[src/rtl/wb_i2c_pkg.sv]
// Shared definitions for the Wishbone-to-I2C command bridge: register
// offsets, CTRL/STATUS bit positions and FSM state encoding.
package wb_i2c_pkg;

    localparam logic [2:0] OFF_CTRL   = 3'd0;
    localparam logic [2:0] OFF_ADDR   = 3'd1;
    localparam logic [2:0] OFF_REG    = 3'd2;
    localparam logic [2:0] OFF_TXDATA = 3'd3;
    localparam logic [2:0] OFF_RXDATA = 3'd4;
    localparam logic [2:0] OFF_STATUS = 3'd5;

    localparam int CTRL_GO = 0;
    localparam int CTRL_RW = 1;
    localparam int CTRL_IE = 2;

    localparam int ST_BUSY = 0;
    localparam int ST_DONE = 1;
    localparam int ST_NACK = 2;
    localparam int ST_TMO  = 3;

    typedef enum logic [1:0] {
        S_IDLE = 2'd0,
        S_HOLD = 2'd1,
        S_RUN  = 2'd2
    } state_e;

endpackage

[src/rtl/wb_i2c_ctrl_if.sv]
// Wishbone classic slave bus as seen by the I2C command bridge.
interface wb_i2c_ctrl_if;
    logic        wb_cyc_i;
    logic        wb_stb_i;
    logic        wb_we_i;
    logic [4:0]  wb_adr_i;
    logic [31:0] wb_dat_i;
    logic [31:0] wb_dat_o;
    logic        wb_ack_o;

    modport slave  (input  wb_cyc_i, wb_stb_i, wb_we_i, wb_adr_i, wb_dat_i,
                    output wb_dat_o, wb_ack_o);
    modport master (output wb_cyc_i, wb_stb_i, wb_we_i, wb_adr_i, wb_dat_i,
                    input  wb_dat_o, wb_ack_o);
endinterface

[src/rtl/wb_i2c_ctrl.sv]
// Wishbone register front-end that sequences one I2C master transaction per
// GO, with minimum start-high spacing, timeout abort and sticky status.
module wb_i2c_ctrl
    import wb_i2c_pkg::*;
#(
    parameter int unsigned TIMEOUT_CYCLES  = 32'd200000,
    parameter int unsigned MIN_IDLE_CYCLES = 4
) (
    input  logic       clk,
    input  logic       reset,
    wb_i2c_ctrl_if.slave wb,
    output logic       i2c_start,
    output logic       i2c_rw,
    output logic [6:0] i2c_slave_address,
    output logic [7:0] i2c_slave_reg,
    output logic [7:0] i2c_tx_data,
    input  logic       i2c_done,
    input  logic       i2c_ack,
    input  logic [7:0] i2c_rx_data,
    input  logic       i2c_busy,
    output logic       irq
);

    state_e      state_q, state_d;
    logic        rw_q, rw_d, ie_q, ie_d;
    logic [6:0]  addr_q, addr_d;
    logic [7:0]  reg_q, reg_d, tx_q, tx_d, rx_q, rx_d;
    logic        done_q, done_d, nack_q, nack_d, tmo_q, tmo_d;
    logic [31:0] idle_cnt_q, idle_cnt_d, tcnt_q, tcnt_d;
    logic        ack_q, ack_d;
    logic [31:0] dat_q, dat_d, rdata;

    logic [2:0]  sel;
    logic        req, wr, busy, go, fin_done, fin_tmo;

    assign sel      = wb.wb_adr_i[4:2];
    assign req      = wb.wb_cyc_i & wb.wb_stb_i & ~ack_q;
    assign wr       = req & wb.wb_we_i;
    assign busy     = (state_q != S_IDLE);
    assign go       = wr && (sel == OFF_CTRL) && wb.wb_dat_i[CTRL_GO] && !busy;
    // Completion and timeout are only honoured in RUN; done has priority.
    assign fin_done = (state_q == S_RUN) && i2c_done;
    assign fin_tmo  = (state_q == S_RUN) && !i2c_done && (tcnt_q + 32'd1 >= TIMEOUT_CYCLES);

    logic unused_ok;
    assign unused_ok = ^{i2c_busy, wb.wb_dat_i[31:8], wb.wb_adr_i[1:0]};

    // FSM: state register
    always_ff @(posedge clk) begin
        if (reset) state_q <= S_IDLE;
        else       state_q <= state_d;
    end

    // FSM: next state
    always_comb begin
        state_d = state_q;
        case (state_q)
            S_IDLE: if (go) state_d = S_HOLD;
            S_HOLD: if (idle_cnt_q + 32'd1 >= MIN_IDLE_CYCLES) state_d = S_RUN;
            S_RUN:  if (fin_done || fin_tmo) state_d = S_IDLE;
            default: state_d = S_IDLE;
        endcase
    end

    // FSM: outputs
    always_comb begin
        i2c_start = (state_q != S_RUN);
    end

    // idle_cnt_q counts prior cycles with start high, saturating at the minimum.
    always_comb begin
        idle_cnt_d = idle_cnt_q;
        if (state_q == S_RUN)                    idle_cnt_d = '0;
        else if (idle_cnt_q < MIN_IDLE_CYCLES)   idle_cnt_d = idle_cnt_q + 32'd1;
        tcnt_d = (state_q == S_RUN) ? tcnt_q + 32'd1 : '0;
    end

    always_comb begin
        rw_d   = rw_q;   ie_d   = ie_q;
        addr_d = addr_q; reg_d  = reg_q; tx_d = tx_q; rx_d = rx_q;
        done_d = done_q; nack_d = nack_q; tmo_d = tmo_q;
        if (wr) begin
            case (sel)
                OFF_CTRL: begin
                    ie_d = wb.wb_dat_i[CTRL_IE];
                    if (!busy) rw_d = wb.wb_dat_i[CTRL_RW];
                end
                OFF_ADDR:   if (!busy) addr_d = wb.wb_dat_i[6:0];
                OFF_REG:    if (!busy) reg_d  = wb.wb_dat_i[7:0];
                OFF_TXDATA: if (!busy) tx_d   = wb.wb_dat_i[7:0];
                OFF_STATUS: begin
                    if (wb.wb_dat_i[ST_DONE]) done_d = 1'b0;
                    if (wb.wb_dat_i[ST_NACK]) nack_d = 1'b0;
                    if (wb.wb_dat_i[ST_TMO])  tmo_d  = 1'b0;
                end
                default: ;
            endcase
        end
        // Hardware set comes after the W1C clear so a coincident set wins.
        if (fin_done) begin
            done_d = 1'b1;
            if (!i2c_ack) nack_d = 1'b1;
            if (!rw_q)    rx_d   = i2c_rx_data;
        end
        if (fin_tmo) begin
            done_d = 1'b1;
            tmo_d  = 1'b1;
        end
    end

    always_comb begin
        rdata = '0;
        case (sel)
            OFF_CTRL:   rdata = {29'd0, ie_q, rw_q, 1'b0};
            OFF_ADDR:   rdata = {25'd0, addr_q};
            OFF_REG:    rdata = {24'd0, reg_q};
            OFF_TXDATA: rdata = {24'd0, tx_q};
            OFF_RXDATA: rdata = {24'd0, rx_q};
            OFF_STATUS: rdata = {28'd0, tmo_q, nack_q, done_q, busy};
            default:    rdata = '0;
        endcase
        ack_d = req;
        dat_d = req ? rdata : '0;
    end

    always_ff @(posedge clk) begin
        if (reset) begin
            rw_q <= 1'b0; ie_q <= 1'b0;
            addr_q <= '0; reg_q <= '0; tx_q <= '0; rx_q <= '0;
            done_q <= 1'b0; nack_q <= 1'b0; tmo_q <= 1'b0;
            idle_cnt_q <= '0; tcnt_q <= '0;
            ack_q <= 1'b0; dat_q <= '0;
        end else begin
            rw_q <= rw_d; ie_q <= ie_d;
            addr_q <= addr_d; reg_q <= reg_d; tx_q <= tx_d; rx_q <= rx_d;
            done_q <= done_d; nack_q <= nack_d; tmo_q <= tmo_d;
            idle_cnt_q <= idle_cnt_d; tcnt_q <= tcnt_d;
            ack_q <= ack_d; dat_q <= dat_d;
        end
    end

    assign wb.wb_ack_o       = ack_q;
    assign wb.wb_dat_o       = dat_q;
    assign i2c_rw            = rw_q;
    assign i2c_slave_address = addr_q;
    assign i2c_slave_reg     = reg_q;
    assign i2c_tx_data       = tx_q;
    assign irq               = ie_q & done_q;

endmodule

[src/flat_wrapper.sv]
// flat-port wrapper written by rule: the top's interface ports become plain ports
module wb_i2c_ctrl_flat import wb_i2c_pkg::*;
#(
    parameter int unsigned TIMEOUT_CYCLES  = 32'd200000,
    parameter int unsigned MIN_IDLE_CYCLES = 4
)
  (clk, reset, i2c_start, i2c_rw, i2c_slave_address, i2c_slave_reg, i2c_tx_data, i2c_done, i2c_ack, i2c_rx_data, i2c_busy, irq, wb_wb_cyc_i, wb_wb_stb_i, wb_wb_we_i, wb_wb_adr_i, wb_wb_dat_i, wb_wb_dat_o, wb_wb_ack_o);
  wb_i2c_ctrl_if wb_i ();
  input  logic clk;
  input  logic reset;
  output logic i2c_start;
  output logic i2c_rw;
  output logic [6:0] i2c_slave_address;
  output logic [7:0] i2c_slave_reg;
  output logic [7:0] i2c_tx_data;
  input  logic i2c_done;
  input  logic i2c_ack;
  input  logic [7:0] i2c_rx_data;
  input  logic i2c_busy;
  output logic irq;
  input wire logic [$bits(wb_i.wb_cyc_i)-1:0] wb_wb_cyc_i;
  input wire logic [$bits(wb_i.wb_stb_i)-1:0] wb_wb_stb_i;
  input wire logic [$bits(wb_i.wb_we_i)-1:0] wb_wb_we_i;
  input wire logic [$bits(wb_i.wb_adr_i)-1:0] wb_wb_adr_i;
  input wire logic [$bits(wb_i.wb_dat_i)-1:0] wb_wb_dat_i;
  output wire logic [$bits(wb_i.wb_dat_o)-1:0] wb_wb_dat_o;
  output wire logic [$bits(wb_i.wb_ack_o)-1:0] wb_wb_ack_o;
  assign wb_i.wb_cyc_i = wb_wb_cyc_i;
  assign wb_i.wb_stb_i = wb_wb_stb_i;
  assign wb_i.wb_we_i = wb_wb_we_i;
  assign wb_i.wb_adr_i = wb_wb_adr_i;
  assign wb_i.wb_dat_i = wb_wb_dat_i;
  assign wb_wb_dat_o = wb_i.wb_dat_o;
  assign wb_wb_ack_o = wb_i.wb_ack_o;
  wb_i2c_ctrl #(.TIMEOUT_CYCLES(TIMEOUT_CYCLES), .MIN_IDLE_CYCLES(MIN_IDLE_CYCLES)) u_core (.clk(clk), .reset(reset), .wb(wb_i), .i2c_start(i2c_start), .i2c_rw(i2c_rw), .i2c_slave_address(i2c_slave_address), .i2c_slave_reg(i2c_slave_reg), .i2c_tx_data(i2c_tx_data), .i2c_done(i2c_done), .i2c_ack(i2c_ack), .i2c_rx_data(i2c_rx_data), .i2c_busy(i2c_busy), .irq(irq));
endmodule
[config.mk]
export PLATFORM = sky130hd
export DESIGN_NAME = wb_i2c_ctrl_flat
export DESIGN_NICKNAME = d
export VERILOG_FILES = /design/src/rtl/wb_i2c_pkg.sv /design/src/rtl/wb_i2c_ctrl_if.sv /design/src/rtl/wb_i2c_ctrl.sv /design/src/flat_wrapper.sv
export SDC_FILE = /design/constraint.sdc
export NUM_CORES = 1
export LEC_CHECK = 0
export CORE_ASPECT_RATIO = 0.6
export CORE_MARGIN = 4
export CORE_UTILIZATION = 35
export DETAILED_ROUTE_END_ITERATION = 16
export PLACE_DENSITY = 0.6
export SYNTH_ARGS = -nofsm -noshare
export SYNTH_HDL_FRONTEND = slang
export SYNTH_SLANG_ARGS = --single-unit
[constraint.sdc]
create_clock -name clk -period 3.1 [get_ports clk]
set_clock_uncertainty 0.2 [all_clocks]
set_input_delay 0.465 -clock clk [delete_from_list [all_inputs] [get_ports clk]]
set_output_delay 0.465 -clock clk [all_outputs]
set_load 0.02 [all_outputs]
==> results.json <==
{
  "inserted_clock_buffers": 9,
  "wl_um": 14600,
  "max_cap_violations": 0,
  "worstPathCellList": "or4_1, or4_1, or4_4, nor4_4, buf_4, mux2i_1, nor2_1",
  "hold_depth": 1,
  "rr_endpoint": "u_core.idle_cnt_q[1]",
  "drc_errors": 0,
  "synth.area.top_cells": "sky130_fd_sc_hd__dfxtp_1 40%, sky130_fd_sc_hd__mux2i_1 7.9%, sky130_fd_sc_hd__nor2_1 6.4%",
  "synth-main-ff-cell": "sky130_fd_sc_hd__dfxtp_1",
  "synth.top_cell.area_share": 0.398,
  "stdcell_area_um2": 6660,
  "achievable-frequency_mhz": 346,
  "path_clk_slew_ns": 0.08,
  "worst_slew_margin_rel": 0.533,
  "power.density_cell_area_nw_per_um2": 413,
  "synth.most_common_cell": "sky130_fd_sc_hd__dfxtp_1",
  "insertedDiodeCount": 0,
  "run_status": "completed",
  "irDropWorstVdd_mv": 0.234,
  "synthCells": 648,
  "yosys.area_share.simple": 0.295,
  "post_synth.cell_area_avg_um2": 8.62,
  "clk_root_buffer_cell": "sky130_fd_sc_hd__clkbuf_16",
  "synth_warnings": 0,
  "floorplan.die.width_um": 171,
  "grt_first_pass_wirelength_um": 23500,
  "synth.mux.area_fraction": 0.0889,
  "total_global_routing_overflow": 0,
  "cts_max_path_buffers": 2,
  "regToRegStartpoint": "u_core.idle_cnt_q[8]",
  "min_to": "u_core.tcnt_q[0]",
  "routed-via-count": 4787,
  "dp_hpwl_um": 11200,
  "layout-drive-gt1-share": 0.106,
  "timing.critical_path.arrival_ns": 2.92,
  "synthDominantAreaCellType": "sky130_fd_sc_hd__dfxtp_1",
  "clkSinkCount": 111,
  "fp.dieArea_um2": 18100,
  "critical_path.top_delay_family": "simple AND/OR/NAND/NOR gates",
  "worst-endpoint-required_ns": 3.13,
  "synth_compound_area_frac": 0.0921,
  "grt_use_total": 0.161,
  "cts_tree": "yes",
  "ys_seq_elements": 111,
  "nNetsFinal": 764,
  "hp-start": "u_core.tcnt_q[0]",
  "worst_reg_to_reg_cells": 7,
  "grt_start_max_net_pins": 35,
  "asyncSetResetFlopFracSynth": 0,
  "h-tree-depth": 3,
  "vias_per_cell": 5.22,
  "dr.pass1.iters": 5,
  "xor_xnor_share_of_the_synthesized_area": 0.0580,
  "share_of_the_yosys_chip_area_belonging_to_registers": 0.398,
  "leakagePower_nw": 2.45,
  "port-buffer-count": 60,
  "end_kind": "flip-flop",
  "hold_viol": 0,
  "area_growth_syn_to_layout_pct": 19.3,
  "gp_routability_congestion": 0.904,
  "syn-cell-area_um2": 5590,
  "hold_removal_path_class": "reg -> reg",
  "core.rowCount": 35,
  "timing.critical_path.fanout_max": 6,
  "setup_viol_count_final": 0,
  "post_dp_cell_area_um2": 6360,
  "die_height_um": 106,
  "synth_common_cells": "111 x sky130_fd_sc_hd__dfxtp_1, 95 x sky130_fd_sc_hd__nor2_1, 44 x sky130_fd_sc_hd__mux2i_1",
  "synth_top_family_by_area": "simple AND/OR/NAND/NOR gates",
  "timing_worst_setup_path_type": "reg -> reg",
  "detail_route.wl_per_cell_um": 15.9,
  "netlist-cell-type-count": 68,
  "shortest_period_the_worst_path_allows_ns": 2.89,
  "synth-adder-area-share": 0.00448,
  "floorplan.initialDensity": 0.360,
  "design.portCount": 112,
  "timing.critical_path.slowest_cell_delay_ns": 0.55,
  "antenna_found_initial": 0,
  "synth-edff-count": 0,
  "detailedRoute.firstIterationViolations": 506,
  "worst_skew_pair.late_latency_ns": 0.35,
  "count_of_nets_left_with_antenna_violations_after_detail_routing": 0,
  "timing_worst_slew_pin_value_ns": 0.695,
  "setup.reg_to_reg.worst_slack_ns": 0.21,
  "core_um2": 15500,
  "cts_post_setup_buffers_inserted": 0,
  "setup.worst_path.start_class": "flip-flop",
  "grt_pass1_vias": 4484,
  "whs_ns": 0.283,
  "path_common_cell": "sky130_fd_sc_hd__or4_1",
  "timing.final.max_slew_violations": 0,
  "reg.largest.list": "u_core.idle_cnt_q (32), u_core.tcnt_q (32)",
  "critPathBufInv": 1,
  "final_min_period_over_clock_period": 0.931,
  "critPathSlowestCell": "sky130_fd_sc_hd__or4_1"
}
## worst max path at each step
| stage | endpoint | cells past startpoint | slack, ns | start |
|---|---|---|---|---|
| after global routing | u_core.done_q | 8 | -0.007 | u_core.tcnt_q[0] |
| after global placement | u_core.i2c_tx_data[4] | 8 | 0.23 | wb_wb_cyc_i |
| after floorplan | u_core.idle_cnt_q[28] | 8 | 0.20 | u_core.idle_cnt_q[13] |
| after CTS | u_core.done_q | 7 | 0.17 | u_core.tcnt_q[11] |
| final | u_core.idle_cnt_q[1] | 7 | 0.21 | u_core.idle_cnt_q[8] |
| after detailed placement | u_core.i2c_slave_address[4] | 7 | 0.18 | wb_wb_cyc_i |
## power breakdown
group	internal, mW	total (mW)	leakage [nW]	switching, mW
Combinational	0.0698	0.175	1.41	0.105
Sequential	1.44	1.45	0.895	0.0128
Clock	0.564	1.13	0.143	0.568
Total	2.07	2.75	2.45	0.686
## metrics by stage
stage / total power, mW / setup slack, ns / TNS (ns) / utilization / cells
finish: 2.75 / 0.213 / 0 / 0.430 / 917
global route: 2.86 / -0.00747 / -0.00747 / 0.430 / 917
CTS: 2.77 / 0.166 / 0 / 0.429 / 917
detailed placement: 1.65 / 0.175 / 0 / 0.410 / 901
global placement: 1.65 / 0.235 / 0 / 0.410 / 901
floorplan: 1.61 / 0.198 / 0 / - / 671
## cell usage in the layout, fill, tap and decap left out, types with 13 or more instances in the layout
cell type / netlist / routed
sky130_fd_sc_hd__nand4_1: 18 / 18
sky130_fd_sc_hd__nand2_1: 41 / 41
sky130_fd_sc_hd__xor2_1: 15 / 15
sky130_fd_sc_hd__nand3_1: 27 / 27
sky130_fd_sc_hd__mux2i_1: 44 / 44
sky130_fd_sc_hd__dfxtp_1: 111 / 111
sky130_fd_sc_hd__nor2_1: 95 / 94
sky130_fd_sc_hd__nor3_1: 23 / 23
sky130_fd_sc_hd__xnor2_1: 22 / 22
sky130_fd_sc_hd__and2_1: 15 / 15
sky130_fd_sc_hd__buf_4: 24 / 18
sky130_fd_sc_hd__clkdlybuf4s50_1: 0 / 60
sky130_fd_sc_hd__nor4_1: 15 / 14
sky130_fd_sc_hd__conb_1: 1 / 24
sky130_fd_sc_hd__inv_1: 13 / 13
## cell families (layout without fill, tap and decap cells)
kind of cell	after synthesis	count (layout)
buffers and inverters	64	107
flip-flops	111	111
AND/OR/NAND/NOR	313	313
AO/OA/AOI/OAI	71	71
multiplexers	49	49
adder cells (fa/ha/maj)	2	2
other	1	24
XOR/XNOR	37	37
## layout make-up
| class | instances | area [um2] |
|---|---|---|
| fill | 1526 | 8840 |
| multi-input combinational | 496 | 3120 |
| clock buffer | 9 | 225 |
| tap | 203 | 254 |
| clock inverter | 7 | 60.1 |
| inverter | 13 | 48.8 |
| timing repair buffer | 78 | 736 |
| sequential | 111 | 2220 |
## timing repair
action,in CTS,in global routing
hold buffers,0,0
gates resized for setup,0,4
endpoints found under the setup margin,0,2
## per-layer routing
layer | global-route usage | vias up | share of wire
met5 | 0 | - | 0
met4 | 0.0249 | 0 | 0.0045
met3 | 0.0442 | 9 | 0.067
met2 | 0.215 | 147 | 0.40
met1 | 0.256 | 2260 | 0.53
li1 | - | 2371 | -
No activity file was read; power rests on OpenSTA's default activity.
